<file path="config.mk">
export PLATFORM = sky130hd
export DESIGN_NAME = wf_rgb_frame_writer
export DESIGN_NICKNAME = d
export VERILOG_FILES = /design/src/rtl/wf_rgb_pkg.sv /design/src/rtl/wf_sync_fifo.sv /design/src/rtl/wf_rgb_frame_writer.sv
export SDC_FILE = /design/constraint.sdc
export NUM_CORES = 1
export LEC_CHECK = 0
export BUFFER_PORTS_ARGS = -buffer_cell sky130_fd_sc_hd__buf_2
export CORE_ASPECT_RATIO = 0.9
export CORE_UTILIZATION = 31
export DETAILED_ROUTE_END_ITERATION = 8
export GPL_ROUTABILITY_DRIVEN = 0
export PLACE_DENSITY = 0.48
export SYNTH_ARGS = -nofsm -noshare
export SYNTH_HDL_FRONTEND = slang
export SYNTH_HIERARCHICAL = 1
export SYNTH_SLANG_ARGS = --single-unit
</file>
<file path="constraint.sdc">
create_clock -name clk -period 4.1 [get_ports clk]
set_input_delay 0.82 -clock clk [delete_from_list [all_inputs] [get_ports clk]]
set_output_delay 0.82 -clock clk [all_outputs]
set_load 0.05 [all_outputs]
</file>
<file path="src/rtl/wf_rgb_pkg.sv">
`default_nettype none
// ============================================================================
// Module      : wf_rgb_pkg
// Description : Shared pixel constants, write-port state encoding and helpers
//               for the RGB dot-matrix frame writer and scanner.
// Revision    : 1.0 - initial release
// ============================================================================
package wf_rgb_pkg;

    localparam int PIXEL_W    = 16;
    localparam int PIX_ADDR_W = 6;
    localparam int NUM_PIX    = 64;

    // Bit offsets of the 5-bit colour fields inside a pixel word
    localparam int RED = 10;
    localparam int GRN = 5;
    localparam int BLU = 0;

    // Width of one queued pixel write: {addr, pixel}
    localparam int FIFO_W = PIX_ADDR_W + PIXEL_W;

    typedef enum logic [1:0] {
        IDLE  = 2'd0,
        FILL  = 2'd1,
        DRAIN = 2'd2
    } wr_state_t;

    // Builds a pixel word from its colour components; the top bit is unused
    function automatic logic [PIXEL_W-1:0] rgb_pack(input logic [4:0] r,
                                                    input logic [4:0] g,
                                                    input logic [4:0] b);
        logic [PIXEL_W-1:0] px;
        px = '0;
        px[RED +: 5] = r;
        px[GRN +: 5] = g;
        px[BLU +: 5] = b;
        return px;
    endfunction

endpackage
`default_nettype wire

</file>
<file path="src/rtl/wf_sync_fifo.sv">
`default_nettype none
// ============================================================================
// Module      : wf_sync_fifo
// Description : Single-clock FIFO with occupancy count. Pushes while full and
//               pops while empty are ignored. Read data is the head entry.
// Revision    : 1.0 - initial release
// ============================================================================
module wf_sync_fifo #(
    parameter int DEPTH = 8,
    parameter int WIDTH = 22,
    parameter int LVL_W = $clog2(DEPTH) + 1
) (
    input  logic             clk,
    input  logic             rst,
    input  logic             push,
    input  logic [WIDTH-1:0] din,
    input  logic             pop,
    output logic [WIDTH-1:0] dout,
    output logic [LVL_W-1:0] level,
    output logic             full,
    output logic             empty
);

    localparam int c_ptr_w = $clog2(DEPTH);
    localparam logic [LVL_W-1:0] c_depth_lvl = LVL_W'(DEPTH);

    logic [WIDTH-1:0]   r_mem [DEPTH];
    logic [c_ptr_w-1:0] r_wr_ptr;
    logic [c_ptr_w-1:0] r_rd_ptr;
    logic [LVL_W-1:0]   r_level;
    logic               w_do_push;
    logic               w_do_pop;

    assign full      = (r_level == c_depth_lvl);
    assign empty     = (r_level == '0);
    assign w_do_push = push & ~full;
    assign w_do_pop  = pop & ~empty;
    assign dout      = r_mem[r_rd_ptr];
    assign level     = r_level;

    // Storage: data needs no reset, validity is tracked by the level count
    always_ff @(posedge clk) begin
        if (w_do_push) begin
            r_mem[r_wr_ptr] <= din;
        end
    end

    // Pointers wrap naturally at DEPTH (power of two); level tracks occupancy
    always_ff @(posedge clk or posedge rst) begin
        if (rst) begin
            r_wr_ptr <= '0;
            r_rd_ptr <= '0;
            r_level  <= '0;
        end else begin
            if (w_do_push) begin
                r_wr_ptr <= r_wr_ptr + c_ptr_w'(1);
            end
            if (w_do_pop) begin
                r_rd_ptr <= r_rd_ptr + c_ptr_w'(1);
            end
            case ({w_do_push, w_do_pop})
                2'b10:   r_level <= r_level + LVL_W'(1);
                2'b01:   r_level <= r_level - LVL_W'(1);
                default: r_level <= r_level;
            endcase
        end
    end

endmodule
`default_nettype wire

</file>
<file path="src/rtl/wf_rgb_frame_writer.sv">
`default_nettype none
// ============================================================================
// Module      : wf_rgb_frame_writer
// Description : Owns the write port of the 64x16 pixel RAM. Queues single
//               pixel writes and whole-frame fills, and commits them only
//               while the scanner is idle (scan_done .. next scan_en).
// Revision    : 1.0 - initial release
// ============================================================================
module wf_rgb_frame_writer
    import wf_rgb_pkg::*;
#(
    parameter int FIFO_DEPTH = 8,
    parameter int LVL_W      = 4
) (
    input  logic                  clk,
    input  logic                  reset,
    input  logic                  scan_en,
    input  logic                  scan_done,
    input  logic                  in_valid,
    output logic                  in_ready,
    input  logic [PIX_ADDR_W-1:0] in_addr,
    input  logic [PIXEL_W-1:0]    in_pixel,
    input  logic                  fill_req,
    input  logic [PIXEL_W-1:0]    fill_pixel,
    output logic                  fill_busy,
    output logic [LVL_W-1:0]      fifo_level,
    output logic                  ram_wr_en,
    output logic [PIX_ADDR_W-1:0] ram_wr_addr,
    output logic [PIXEL_W-1:0]    ram_wr_pixels
);

    localparam logic [PIX_ADDR_W-1:0] c_last_addr = PIX_ADDR_W'(NUM_PIX - 1);
    localparam logic [LVL_W-1:0]      c_lvl_one   = LVL_W'(1);

    wr_state_t             r_state;
    logic                  r_window;
    logic [PIX_ADDR_W-1:0] r_fill_addr;
    logic [PIXEL_W-1:0]    r_fill_pixel;
    logic                  r_fill_busy;
    logic                  r_wr_en;
    logic [PIX_ADDR_W-1:0] r_wr_addr;
    logic [PIXEL_W-1:0]    r_wr_pixels;

    logic                  w_go;
    logic                  w_push;
    logic                  w_pop;
    logic                  w_full;
    logic                  w_empty;
    logic [LVL_W-1:0]      w_level;
    logic [FIFO_W-1:0]     w_fifo_dout;

    // A scan_en arriving this cycle closes the window before any write is decided
    assign w_go   = r_window & ~scan_en;
    assign w_push = in_valid & ~w_full;
    assign w_pop  = (r_state == DRAIN) & w_go & ~w_empty;

    wf_sync_fifo #(
        .DEPTH (FIFO_DEPTH),
        .WIDTH (FIFO_W),
        .LVL_W (LVL_W)
    ) u_fifo (
        .clk   (clk),
        .rst   (reset),
        .push  (w_push),
        .din   ({in_addr, in_pixel}),
        .pop   (w_pop),
        .dout  (w_fifo_dout),
        .level (w_level),
        .full  (w_full),
        .empty (w_empty)
    );

    // Scan-idle window: opened by scan_done, closed by scan_en (scan_en wins)
    always_ff @(posedge clk or posedge reset) begin
        if (reset) begin
            r_window <= 1'b0;
        end else if (scan_en) begin
            r_window <= 1'b0;
        end else if (scan_done) begin
            r_window <= 1'b1;
        end
    end

    // Write sequencer: fills take priority over queued pixels; one write per cycle
    always_ff @(posedge clk or posedge reset) begin
        if (reset) begin
            r_state      <= IDLE;
            r_fill_addr  <= '0;
            r_fill_pixel <= '0;
            r_fill_busy  <= 1'b0;
            r_wr_en      <= 1'b0;
            r_wr_addr    <= '0;
            r_wr_pixels  <= '0;
        end else begin
            r_wr_en <= 1'b0;
            case (r_state)
                IDLE: begin
                    if (w_go && r_fill_busy) begin
                        r_state <= FILL;
                    end else if (w_go && !w_empty) begin
                        r_state <= DRAIN;
                    end
                end
                FILL: begin
                    if (w_go) begin
                        r_wr_en     <= 1'b1;
                        r_wr_addr   <= r_fill_addr;
                        r_wr_pixels <= r_fill_pixel;
                        if (r_fill_addr == c_last_addr) begin
                            r_fill_busy <= 1'b0;
                            r_state     <= IDLE;
                        end else begin
                            r_fill_addr <= r_fill_addr + PIX_ADDR_W'(1);
                        end
                    end else begin
                        // Window closed: keep fill_addr so the next window resumes
                        r_state <= IDLE;
                    end
                end
                DRAIN: begin
                    if (w_pop) begin
                        r_wr_en     <= 1'b1;
                        r_wr_addr   <= w_fifo_dout[PIXEL_W +: PIX_ADDR_W];
                        r_wr_pixels <= w_fifo_dout[PIXEL_W-1:0];
                        // Leave after the last entry, or hand over to a pending fill
                        if (r_fill_busy || (w_level == c_lvl_one && !w_push)) begin
                            r_state <= IDLE;
                        end
                    end else begin
                        r_state <= IDLE;
                    end
                end
                default: r_state <= IDLE;
            endcase

            // A new fill request restarts the fill from address 0
            if (fill_req) begin
                r_fill_pixel <= fill_pixel;
                r_fill_busy  <= 1'b1;
                r_fill_addr  <= '0;
            end
        end
    end

    assign in_ready      = ~w_full;
    assign fifo_level    = w_level;
    assign fill_busy     = r_fill_busy;
    assign ram_wr_en     = r_wr_en;
    assign ram_wr_addr   = r_wr_addr;
    assign ram_wr_pixels = r_wr_pixels;

endmodule
`default_nettype wire
</file>
# Word-level counts from Yosys, hierarchy flattened
# Memory sizes are Yosys's and may differ from the RTL's.
# Cells that the tools add are included.
totals:
  memories: 1
  register_bits: 59
  output_inout_bits: 29
  in_bits: 44
  ram_bits: 176
classes:
  n_eq_ne: 13
  mux: 29
  reduce_logical: 18
  n_bitwise: 9
  add_sub_neg: 5
mem_list:
  columns: ["memory", "depth", "word_bits", "read_ports", "rd_clocked_by_memory_dff", "wr", "line_no", "rtl"]
  rows:
  - ["u_fifo.r_mem", 8, 22, 1, 0, 1, "wf_sync_fifo.sv:27", "logic [WIDTH-1:0] r_mem [DEPTH];"]
op_table:
  columns: ["operator", "count"]
  rows:
  - ["6-bit 2-to-1 mux", 6]
  - ["16-bit 2-to-1 mux", 2]
  - ["16-bit one-hot mux with 2 select lines", 1]
  - ["2-bit 2-to-1 mux", 6]
  - ["6-bit one-hot mux with 2 select lines", 1]
  - ["3-bit AND reduction", 4]
  - ["2-bit nonzero test", 6]
  - ["1-bit 2-to-1 mux", 10]
  - ["3-bit != test, second input constant", 3]
  - ["4-bit one-hot mux with 2 select lines", 1]
  - ["3-bit by 1-bit adder with 3-bit output, second input constant", 2]
  - ["6-bit by 1-bit adder with 6-bit output, second input constant", 1]
  - ["1-bit AND", 6]
  - ["6-bit equality test, second input constant", 1]
  - ["2-bit one-hot mux with 3 select lines", 1]
  - ["4-bit by 1-bit adder with 4-bit output, second input constant", 1]
  - ["2-bit by 1-bit equality test with 1-bit output, second input constant", 2]
  - ["2-bit equality test, second input constant", 2]
  - ["4-bit by 1-bit equality test with 1-bit output, second input constant", 1]
  - ["4-bit equality test, second input constant", 1]
  - ["4-bit zero test", 1]
  - ["2-bit != test, second input constant", 2]
  - ["4-bit by 1-bit subtractor with 4-bit output, second input constant", 1]
  - ["1-bit logical AND", 3]
  - ["6 further kinds", 9]

# Depth between registers and ports, before layout
# Gate-level depths: netlist of run 1.
depth:
  word_depth: 9
  ltp_mapped: 12
  depth_no_buf: 11

# By module
# Netlist of run 1, hierarchy kept.
by_module_without_submodules:
  columns: ["module", "cells_per_inst", "n_inst", "area_per_inst_um2"]
  rows:
  - ["wf_sync_fifo", 322, 1, 7424.6]
  - ["wf_rgb_frame_writer", 195, 1, 2284.7]

# Worst setup path after synthesis of run 1
# Ideal clock, no wire load.
synth_timing:
  path_kind: "reg2reg"
  start: "register u_fifo.r_level[0], in the netlist u_fifo/level[0]"
  end: "memory u_fifo.r_mem[0][0], enable pin"
  setup_slack_ns: 0.722
  stages_incl_launch_ff: 7
  synth_period_minus_slack_ns: 3.378
  t_arrival_ns: 2.950
  cell_sequence: "dfrtp_1 or4b_4 inv_1 nand2b_1 inv_1 nand3b_1 nor3_1"
synth_via:
  elab_chain_cells: 6
synth_rtl:
  columns: ["item", "line_no", "rtl"]
  rows:
  - ["from (decl)", "wf_sync_fifo.sv:30", "logic [LVL_W-1:0] r_level;"]
  - ["from (signal assigned)", "wf_sync_fifo.sv:62", "2'b10: r_level <= r_level + LVL_W'(1);"]
  - ["from (signal assigned)", "wf_sync_fifo.sv:63", "2'b01: r_level <= r_level - LVL_W'(1);"]
  - ["from (signal assigned)", "wf_sync_fifo.sv:64", "default: r_level <= r_level;"]
  - ["4-bit equality test", "wf_sync_fifo.sv:34", "assign full = (r_level == c_depth_lvl);"]
  - ["net w_full", "wf_rgb_frame_writer.sv:47", "logic w_full;"]
  - ["1-bit inverter", "wf_rgb_frame_writer.sv:54", "assign w_push = in_valid & ~w_full;"]
  - ["1-bit AND", "wf_rgb_frame_writer.sv:54", null]
  - ["net w_push", "wf_rgb_frame_writer.sv:45", "logic w_push;"]
  - ["1-bit AND", "wf_sync_fifo.sv:36", "assign w_do_push = push & ~full;"]
  - ["1-bit 2-to-1 mux", "wf_sync_fifo.sv:43", "if (w_do_push) begin"]
  - ["1-bit 2-to-1 mux (not written as such)", "wf_sync_fifo.sv:44", "r_mem[r_wr_ptr] <= din;"]
  - ["to (decl)", "wf_sync_fifo.sv:27", null]
# The timed path passes the listed nets, and every way through them passes these cells.

# Worst setup path after layout of run 1
layout_timing:
  start: "register u_fifo.r_level[0], in the netlist u_fifo/level[0]"
  end: "register u_fifo.r_level[3], in the netlist u_fifo/level[3]"
layout_via:
  elab_chain_cells: 6
layout_rtl:
  columns: ["item", "line_no", "rtl"]
  rows:
  - ["4-bit zero test (*)", "wf_sync_fifo.sv:35", "assign empty = (r_level == '0);"]
  - ["net w_empty", "wf_rgb_frame_writer.sv:48", "logic w_empty;"]
  - ["1-bit inverter (*)", "wf_rgb_frame_writer.sv:55", "assign w_pop = (r_state == DRAIN) & w_go & ~w_empty;"]
  - ["1-bit AND (*)", "wf_rgb_frame_writer.sv:55", null]
  - ["net w_pop", "wf_rgb_frame_writer.sv:46", "logic w_pop;"]
  - ["1-bit AND (*)", "wf_sync_fifo.sv:37", "assign w_do_pop = pop & ~empty;"]
  - ["net u_fifo.w_do_pop", "wf_sync_fifo.sv:32", "logic w_do_pop;"]
  - ["2-bit by 1-bit equality test with 1-bit output or 2-bit equality test (tied branches)", "wf_sync_fifo.sv:61", "case ({w_do_push, w_do_pop})"]
  - ["4-bit one-hot mux with 2 select lines or 2-bit nonzero test (tied branches)", null, null]
# Mark *: on every way through the listed nets, which the timed path passes. The rest lies on a longest branch.
# A chain may end at the register's enable or synchronous reset.

==> results of run 1 <==
[stage by stage]
| step | hold WS, ns | instances |
|---|---|---|
| 2_1_floorplan | 0.480 | 517 |
| 3_3_place_gp | 0.491 | 985 |
| 3_5_place_dp | 0.496 | 985 |
| 4_1_cts | 0.301 | 1029 |
| 5_1_grt | 0.332 | 1029 |
| 6_report | 0.305 | 1029 |
[Yosys cell counts (2+ instances only)]
cell      number
xor2_1         2
o21ai_0        3
nand3b_1       3
buf_6          5
nor3_1         4
nand3_1        5
nor3b_1        3
edfxtp_1     176
dfrtp_1       59
inv_1         14
ha_1           9
clkbuf_1       4
a21oi_1       25
xnor2_1        8
mux4_1        44
nor2_1        35
o211ai_1       2
nand2_1       10
buf_4          2
mux2_2        40
nand2b_1       4
a211oi_1       2
buf_2          8
buf_1          3
mux2i_1       24
[cells by family (layout without fill, tap and decap cells)]
group,Yosys count,in the layout,synth area share
AO/OA/AOI/OAI,43,43,0.0299
flip-flops,235,235,0.696
multiplexers,108,108,0.190
XOR/XNOR,10,10,0.00902
adder cells (fa/ha/maj),10,10,0.0137
buffers and inverters,36,139,0.0196
AND/OR/NAND/NOR,75,75,0.0412
[cell type report]
| class | instances | area (um2) |
|---|---|---|
| fill | 2883 | 19400 |
| multi-input combinational | 246 | 2800 |
| tap | 409 | 512 |
| inverter | 14 | 52.6 |
| clock inverter | 9 | 168 |
| sequential | 235 | 6760 |
| timing repair buffer | 81 | 440 |
| clock buffer | 35 | 663 |
[power by group through the flow]
stage / Clock (uW) / Combinational [uW] / Sequential (uW)
after floorplan: 0 / 579 / 3650
after global placement: 0 / 1450 / 3220
after detailed placement: 0 / 1470 / 3250
after CTS: 2350 / 1480 / 3200
after global routing: 2430 / 1560 / 3240
final: 2290 / 1450 / 3190
[flip-flops by register name (all words and copies together), names as in the netlist, 2 cells and up]
register         count
ram_wr_addr          6
r_state              2
ram_wr_pixels       16
u_fifo/r_rd_ptr      3
r_fill_pixel        16
u_fifo/level         4
u_fifo/r_wr_ptr      3
u_fifo/r_mem       176
r_fill_addr          6
[worst max-delay path: stages, from the launching register on]
cell	delay, ns
dfrtp_1	0.49
nor4_1	0.53
nand4bb_2	0.33
inv_1	0.06
o41ai_1	0.12
inv_1	0.17
ha_1	0.33
ha_1	0.41
or4b_2	0.65
o311ai_0	0.13
o211ai_1	0.14
[worst max path at each step]
stage | startpoint | end | slack [ns] | depth (start not counted)
2_1_floorplan | u_fifo/level[0] | u_fifo/r_mem[0][0] | 0.72 | 6
6_report | u_fifo/level[0] | u_fifo/level[3] | 0.62 | 10
5_1_grt | u_fifo/level[0] | u_fifo/level[3] | 0.42 | 10
4_1_cts | u_fifo/level[0] | u_fifo/level[3] | 0.65 | 10
3_3_place_gp | u_fifo/level[0] | u_fifo/level[3] | 0.80 | 10
3_5_place_dp | u_fifo/level[0] | u_fifo/level[3] | 0.65 | 10
[per-layer routing]
layer	vias up	part of all wire
met2	96	0.45
met5	-	0.00086
met3	35	0.035
li1	2247	-
met4	2	0.023
met1	2547	0.49
==> results.toml, run 1 <==
[outcome]
status = "finished clean"

[cells_and_area]
num_antenna_cells = 0
syn_to_final_growth_pct = 17.4
fin_util = 0.370
fin_area_um2 = 11400
final_nets = 657
final_cell_mix = "176 x edfxtp_1, 72 x buf_2, 58 x dfrtp_1"
drive_above_1_share = 0.279
mostFrequentLayoutCell = "edfxtp_1"

[synth]
synth_area_um2 = 9710
syn_inst = 517
async_flop_share = 0.251
synthesis.nets = 571
yosysWarnings = 6
synth_area_leaders = "edfxtp_1 54%, dfrtp_1 15%, mux4_1 12%"
synth_cell_type_count = 48
syn_area_per_cell_um2 = 18.8
ys_seq_area_frac = 0.696
synth_top_cell_by_area = "edfxtp_1"
ys_ff_latch = 235
synth_top_area_frac = 0.544
ys.flop_type = "edfxtp_1"
synth_edf_count = 176

[setup_path]
critPathMaxFanout = 9
regToRegSetupSlack_ns = 0.62
end_kind = "flip-flop"
setup.worst_path.class = "reg -> reg"
rr_startpoint = "u_fifo/level[0]"
r2r-end = "u_fifo/level[3]"
critPathLaunchType = "flip-flop"
cp_data_required_time_ns = 4.48
critPathArrivalTime_ns = 3.87
r2r_cells = 10

[sta]
fmax_ghz = 0.287
hold_viol = 0
tightestPinTransition_ns = 1.02
period_minus_slack_ns = 3.48
slew_headroom = 0.314
setup_ws_ns = 0.617
rsz0062_at_grt = "false"
fin_skew_ns = 0.0116
finalSetupTns_ns = 0
slew_viol_final = 0
period_share = 0.850
setup_viol = 0

[clock_tree]
cts_num_sinks = 235
post_cts_buffers = 0
numCtsBuffers = 25
htreeDepth = 1
ctsResizeCount = 0
cts_tree = "done"
clock-root-buffer = "clkbuf_16"
clk_path_buf_depth = 3
clk_pin_slew_worst_paths_ns = 0.06
postCtsHoldBufs = 0
insertion_delay_ns = 0.52

[floorplan]
rows = 61
fp.dieW_um = 189
start_util = 0.315
die_y_um = 170
die_area_um2 = 32000
core_region_area_um2 = 30800
io_pins = 73

[detailed_routing]
dr.pass1.iters = 6
remaining_drc_errors = 0
avgRoutedWirePerCell_um = 19.1
vias = 4927
antenna_left = 0
vias_per_cell = 4.79
drt-total-wl_mm = 19.7
drt_iter0_markers = 174

[power]
seqPwrFrac = 0.460
net-switching-power_uw = 2070
swShare = 0.299
peakVddDrop_mv = 0.368
comb_power_share = 0.209
clock_power_share = 0.330
p_leak_uw = 0.00400
power.density_nw_per_um2 = 609
power_uw = 6940
p_int_uw = 4870

[grt]
global_route.usage.met2 = 0.196
grt_pass1_vias = 5037
grt_pass1_wl_mm = 30.1
top_usage_layer = "met2"
grt_max_degree = 47
antenna_found_initial = 2
use_met1 = 0.176
grt.total_usage = 0.124
globalRoute.totalOverflow = 0
use_met3 = 0.0204

[flow_run]
max-cap-violations = 0

[place]
dp_hpwl_mm = 12.1
io_buffers = 72
placed_cell_area_um2 = 10600
preCtsSetupSlack_ns = 0.654

[hold_path]
hp-class = "in -> async"
Power figures use the tool's default switching activity.
==> run 2: changes to the inputs <==
ABC_AREA = 1   (was unset)
PLACE_DENSITY = 0.49   (was 0.48)
clock period = 3.11 ns   (was 4.1 ns; I/O delays follow)
==> results.toml, run 2 <==
[synth]
synth_simple_gate_area_frac = 0.219
synth-xor-area-share = 0.00496
async_flop_share = 0.251
synthAdderAreaFrac = 0.0125
synth_area_um2 = 10600
syn_inst = 1123
synth_edf_count = 176
synth_compound_gate_area_share = 0.0427
yosysWarnings = 6
synth_top_area_frac = 0.499
syn_area_per_cell_um2 = 9.43
synth_commonest_cells = "352 x nand2_1, 230 x nor2_1, 176 x edfxtp_1"
ys_ff_latch = 235
synth_most_common_cell = "nand2_1"
synth_top_family_by_area = "simple AND/OR/NAND/NOR gates"
synth_area_leaders = "edfxtp_1 50%, dfrtp_1 14%, nand2_1 12%"
synth_top_cell_by_area = "edfxtp_1"
synthesis.nets = 1177
ys_seq_area_frac = 0.639
synth.area.mux_share = 0.000946
ys.flop_type = "edfxtp_1"
synth_cell_type_count = 28

[place]
preCtsSetupSlack_ns = 0.648
io_buffers = 72
placed_cell_area_um2 = 11500
dp_hpwl_mm = 14.6

[cells_and_area]
syn_to_final_growth_pct = 15.6
fin_util = 0.368
final_cell_mix = "352 x nand2_1, 230 x nor2_1, 176 x edfxtp_1"
fin_area_um2 = 12200
final_nets = 1255
largest_register_ffs = 176
num_antenna_cells = 0
drive_above_1_share = 0.132
regMostFlops = "u_fifo/r_mem"
mostFrequentLayoutCell = "nand2_1"

[detailed_routing]
vias_per_cell = 4.19
remaining_drc_errors = 0
antenna_left = 0
dr.pass1.iters = 6
drt_iter0_markers = 347
vias = 7006
drt-total-wl_mm = 23.6
avgRoutedWirePerCell_um = 14.1

[setup_path]
crit_start = "u_fifo/level[0]"
critPathArrivalTime_ns = 2.82
rr_startpoint = "u_fifo/level[0]"
end_kind = "flip-flop"
critPathLaunchType = "flip-flop"
r2r_cells = 15
setup.worst_path.class = "reg -> reg"
critPathMaxFanout = 13
cp_data_required_time_ns = 3.52

[clock_tree]
post_cts_buffers = 0
numCtsBuffers = 27
cts_num_sinks = 235
postCtsHoldBufs = 0
ctsResizeCount = 0
htreeDepth = 1
cts_tree = "done"
clk_path_buf_depth = 3
clk_pin_slew_worst_paths_ns = 0.06
insertion_delay_ns = 0.52
clock-root-buffer = "clkbuf_16"

[power]
peakVddDrop_mv = 0.293
p_leak_uw = 0.00540
power.density_nw_per_um2 = 945

[sta]
rsz0062_at_grt = "false"
slew_viol_final = 0
tightestPinTransition_ns = 0.539
period_share = 0.775
setup_ws_ns = 0.700
holdWs_ns = 0.0936
fin_skew_ns = 0.0103
slew_headroom = 0.641
hold_viol = 0
setup_viol = 0
fmax_ghz = 0.415
period_minus_slack_ns = 2.41

[outcome]
status = "finished clean"

[floorplan]
core_region_area_um2 = 33300
start_util = 0.318
die_area_um2 = 34900
io_pins = 73
rows = 63
die_y_um = 177
fp.dieW_um = 197

[grt]
grt_max_degree = 45
globalRoute.totalOverflow = 0
grt_pass1_vias = 6696
grt.total_usage = 0.139
grt_pass1_wl_mm = 37.6
antenna_found_initial = 1

[flow_run]
max-cap-violations = 0

[hold_path]
hp-class = "in -> async"
-- run 2: cell count changes after synthesis, moves of 5 or more --
cell     change
nor2_1     +195
nand2_1    +342
buf_6        +7
buf_2        +8
mux4_1      -44
mux2i_1     -23
a21oi_2     +17
nand3_1      +7
mux2_2      -40
buf_4        +5
o21ai_0     +24
inv_1      +127
-- run 2: cell type report --
type / count / area [um2]
Clock buffer: 38 / 717
Clock inverter: 7 / 63.8
Fill cell: 3391 / 21000
Inverter: 143 / 537
Multi-Input combinational cell: 698 / 3010
Sequential cell: 235 / 6770
Tap cell: 455 / 569
Timing Repair Buffer: 96 / 578
-- run 2: path summary, 6_finish.rpt --
path / slack, ns / endpoint
min in group clk: 0.31 / r_fill_pixel[4]
hold reg to reg: 0.50 / r_fill_addr[3]
max in group asynchronous: 2.24 / ram_wr_pixels[7]
hold / removal: 0.09 / ram_wr_en
setup reg to reg: 0.70 / u_fifo/level[3]
setup / recovery: 0.70 / u_fifo/level[3]
-- run 2: stage by stage --
| stage | TNS (ns) | power (uW) | cells |
|---|---|---|---|
| 5_1_grt | 0 | 12400 | 1672 |
| 3_3_place_gp | 0 | 8790 | 1627 |
| 2_1_floorplan | -107.54 | 7630 | 1123 |
| 6_report | 0 | 11600 | 1672 |
| 4_1_cts | 0 | 11700 | 1672 |
| 3_5_place_dp | 0 | 8810 | 1627 |
-- run 2: kinds of logic after synthesis --
kind of cell	Yosys count
and+or+nand+nor	607
DFF	235
buffers and inverters	190
AOI/OAI and AO/OA	74
adders and majority gates	10
xor gates and xnor gates	6
muxes	1
-- run 2: critical path, stage by stage (launching register included) --
cell and delay, ns:
dfrtp_1 0.44, nor2_1 0.15, nand3_1 0.14, inv_1 0.08
inv_1 0.04, nand2_1 0.07, inv_1 0.06, nand2_1 0.06
buf_4 0.21, ha_1 0.25, ha_1 0.27, or2_2 0.31
nand2_1 0.07, nand2_1 0.04, nand3_1 0.06, nand2_1 0.05
-- run 2: routing by layer --
layer	vias to the layer above	wire, um	track usage
li1	3655	-	-
met1	3202	11900	0.196
met2	108	10200	0.221
met3	39	906	0.0215
met4	2	498	0.0359
met5	-	13	0
-- run 2: where the power goes --
group          total [uW]  internal [uW]  switching, uW
Clock                2850           1670           1180
Sequential           4310           3980            330
Combinational        4400           1270           3130
==> run 3: changes to the inputs <==
ABC_AREA = 0   (was 1)
clock period = 2.19 ns   (was 3.11 ns; I/O delays follow)
==> results.toml, run 3 (synthesis gave the netlist of run 1 again) <==
[detailed_routing]
remaining_drc_errors = 0
drt_iter0_markers = 295
drt-total-wl_mm = 22.2
avgRoutedWirePerCell_um = 20.3
vias = 5197
vias_per_cell = 4.75
antenna_left = 0
dr.pass1.iters = 4

[clock_tree]
cts_num_sinks = 235
cts_tree = "done"
htreeDepth = 1
numCtsBuffers = 25
clk_pin_slew_worst_paths_ns = 0.06
insertion_delay_ns = 0.53
clock-root-buffer = "clkbuf_16"
clk_path_buf_depth = 3

[setup_path]
critPathArrivalTime_ns = 2.97
cp_data_required_time_ns = 2.59
critPathLaunchType = "flip-flop"
setup.worst_path.class = "reg -> reg"
critPathMaxFanout = 5
end_kind = "flip-flop"

[floorplan]
die_y_um = 170
fp.dieW_um = 189
die_area_um2 = 32000
rows = 61
start_util = 0.315
io_pins = 73
core_region_area_um2 = 30800

[sta]
setup_viol = 132
period_minus_slack_ns = 2.57
hold_viol = 0
fin_skew_ns = 0.0152
slew_viol_final = 0
slew_headroom = 0.632
fmax_ghz = 0.388
setup_ws_ns = -0.385
rsz0062_at_grt = "true"
period_share = 1.18
tightestPinTransition_ns = 0.552

[grt]
antenna_found_initial = 4
grt_pass1_vias = 5411
grt.total_usage = 0.137
top_usage_layer = "met2"
grt_max_degree = 45
grt_pass1_wl_mm = 33.0
global_route.usage.met2 = 0.226
use_met3 = 0.0280
globalRoute.totalOverflow = 0
use_met1 = 0.185

[power]
peakVddDrop_mv = 0.811
clock_power_share = 0.308
p_leak_uw = 0.00439
power.density_nw_per_um2 = 1120
comb_power_share = 0.264
swShare = 0.309
p_int_uw = 9580
seqPwrFrac = 0.428
net-switching-power_uw = 4280

[cells_and_area]
largest_register_ffs = 176
mostFrequentLayoutCell = "edfxtp_1"
final_nets = 716
regMostFlops = "u_fifo/r_mem"
drive_above_1_share = 0.372
final_cell_mix = "176 x edfxtp_1, 71 x buf_2, 54 x dfrtp_1"
final_cells = 1093
fin_area_um2 = 12300
syn_to_final_growth_pct = 27.1

[outcome]
violations = "negative setup slack"
status = "complete, but fails checks"

[place]
io_buffers = 72
dp_hpwl_mm = 13.5
placed_cell_area_um2 = 11100
dp_cells = 1021
preCtsSetupSlack_ns = -0.404

[flow_run]
max-cap-violations = 0

[hold_path]
hp-class = "in -> reg"
==> run 3: cell types whose count changed in the layout (fill, tap and decap cells not counted), sizes merged, moves of 7 or more <==
| cell | change |
|---|---|
| mux2i | +23 |
| o21ai | -23 |
| mux4 | +44 |
| buf | +37 |
| clkbuf | -7 |
| clkinv | +7 |
| nand2 | -342 |
| mux2 | +40 |
| a21oi | -19 |
| nand3 | -7 |
| inv | -129 |
| nor2 | -194 |
==> run 3: worst paths after layout <==
| path | from | to | slack [ns] | cells past startpoint |
|---|---|---|---|---|
| min reg2reg | r_fill_pixel[2] | r_fill_pixel[2] | 0.51 | 1 |
| min | fill_pixel[4] | r_fill_pixel[4] | 0.14 | 2 |
| min in group asynchronous | reset | u_fifo/r_rd_ptr[1] | 0.46 | 3 |
| max reg2reg | u_fifo/level[0] | u_fifo/level[3] | -0.38 | 10 |
| max in group asynchronous | reset | r_fill_addr[2] | 1.13 | 4 |
| max | u_fifo/level[0] | u_fifo/level[3] | -0.38 | 10 |
==> run 3: metal layers <==
| metal | wire [um] | vias up |
|---|---|---|
| li1 | - | 2369 |
| met1 | 10100 | 2694 |
| met2 | 10600 | 107 |
| met3 | 1200 | 25 |
| met5 | 8 | - |
| met4 | 300 | 2 |
==> run 3: area by class of cell <==
cell class	count	area, um2
Fill cell	2773	18500
Sequential cell	235	6770
Multi-Input combinational cell	248	2950
Timing Repair Buffer	138	1200
Clock buffer	27	633
Tap cell	409	512
Clock inverter	19	209
Inverter	14	55.1
Antenna cell	3	7.51
==> run 3: metrics by stage <==
| stage | hold WS [ns] | util | setup TNS (ns) | power, uW |
|---|---|---|---|---|
| after global routing | 0.121 | 0.400 | -18.26 | 14500 |
| after detailed placement | 0.467 | 0.360 | -11.48 | 9310 |
| after global placement | 0.471 | 0.360 | -10.27 | 9210 |
| after floorplan | 0.278 | - | -48.70 | 8060 |
| after CTS | 0.116 | 0.394 | -1.12 | 13800 |
| final | 0.138 | 0.400 | -9.60 | 13900 |
==> run 3: power groups by stage <==
stage          combinational (uW)  sequential, uW  clock (uW)
2_1_floorplan                1170            6900           0
3_3_place_gp                 3220            5980           0
3_5_place_dp                 3270            6040           0
4_1_cts                      3520            5940        4370
5_1_grt                      3880            6010        4570
6_report                     3660            5940        4270
==> run 3: critical path, cell delays in order (launching register included) <==
cell	delay, ns
dfrtp_4	0.48
or4b_4	0.56
inv_2	0.07
nand2b_4	0.13
inv_4	0.04
nand2_4	0.07
ha_4	0.19
ha_4	0.22
or4b_4	0.49
o311ai_2	0.08
o211ai_1	0.11
==> run 3: timing repair <==
item                       in CTS  in global routing
resized for setup              12                 11
setup endpoints to repair     180                 92
setup buffers                  13                  3
hold endpoints to repair       34                  0
hold buffers                    1                  0
pin swaps                      10                  6
gates cloned                    2                  5
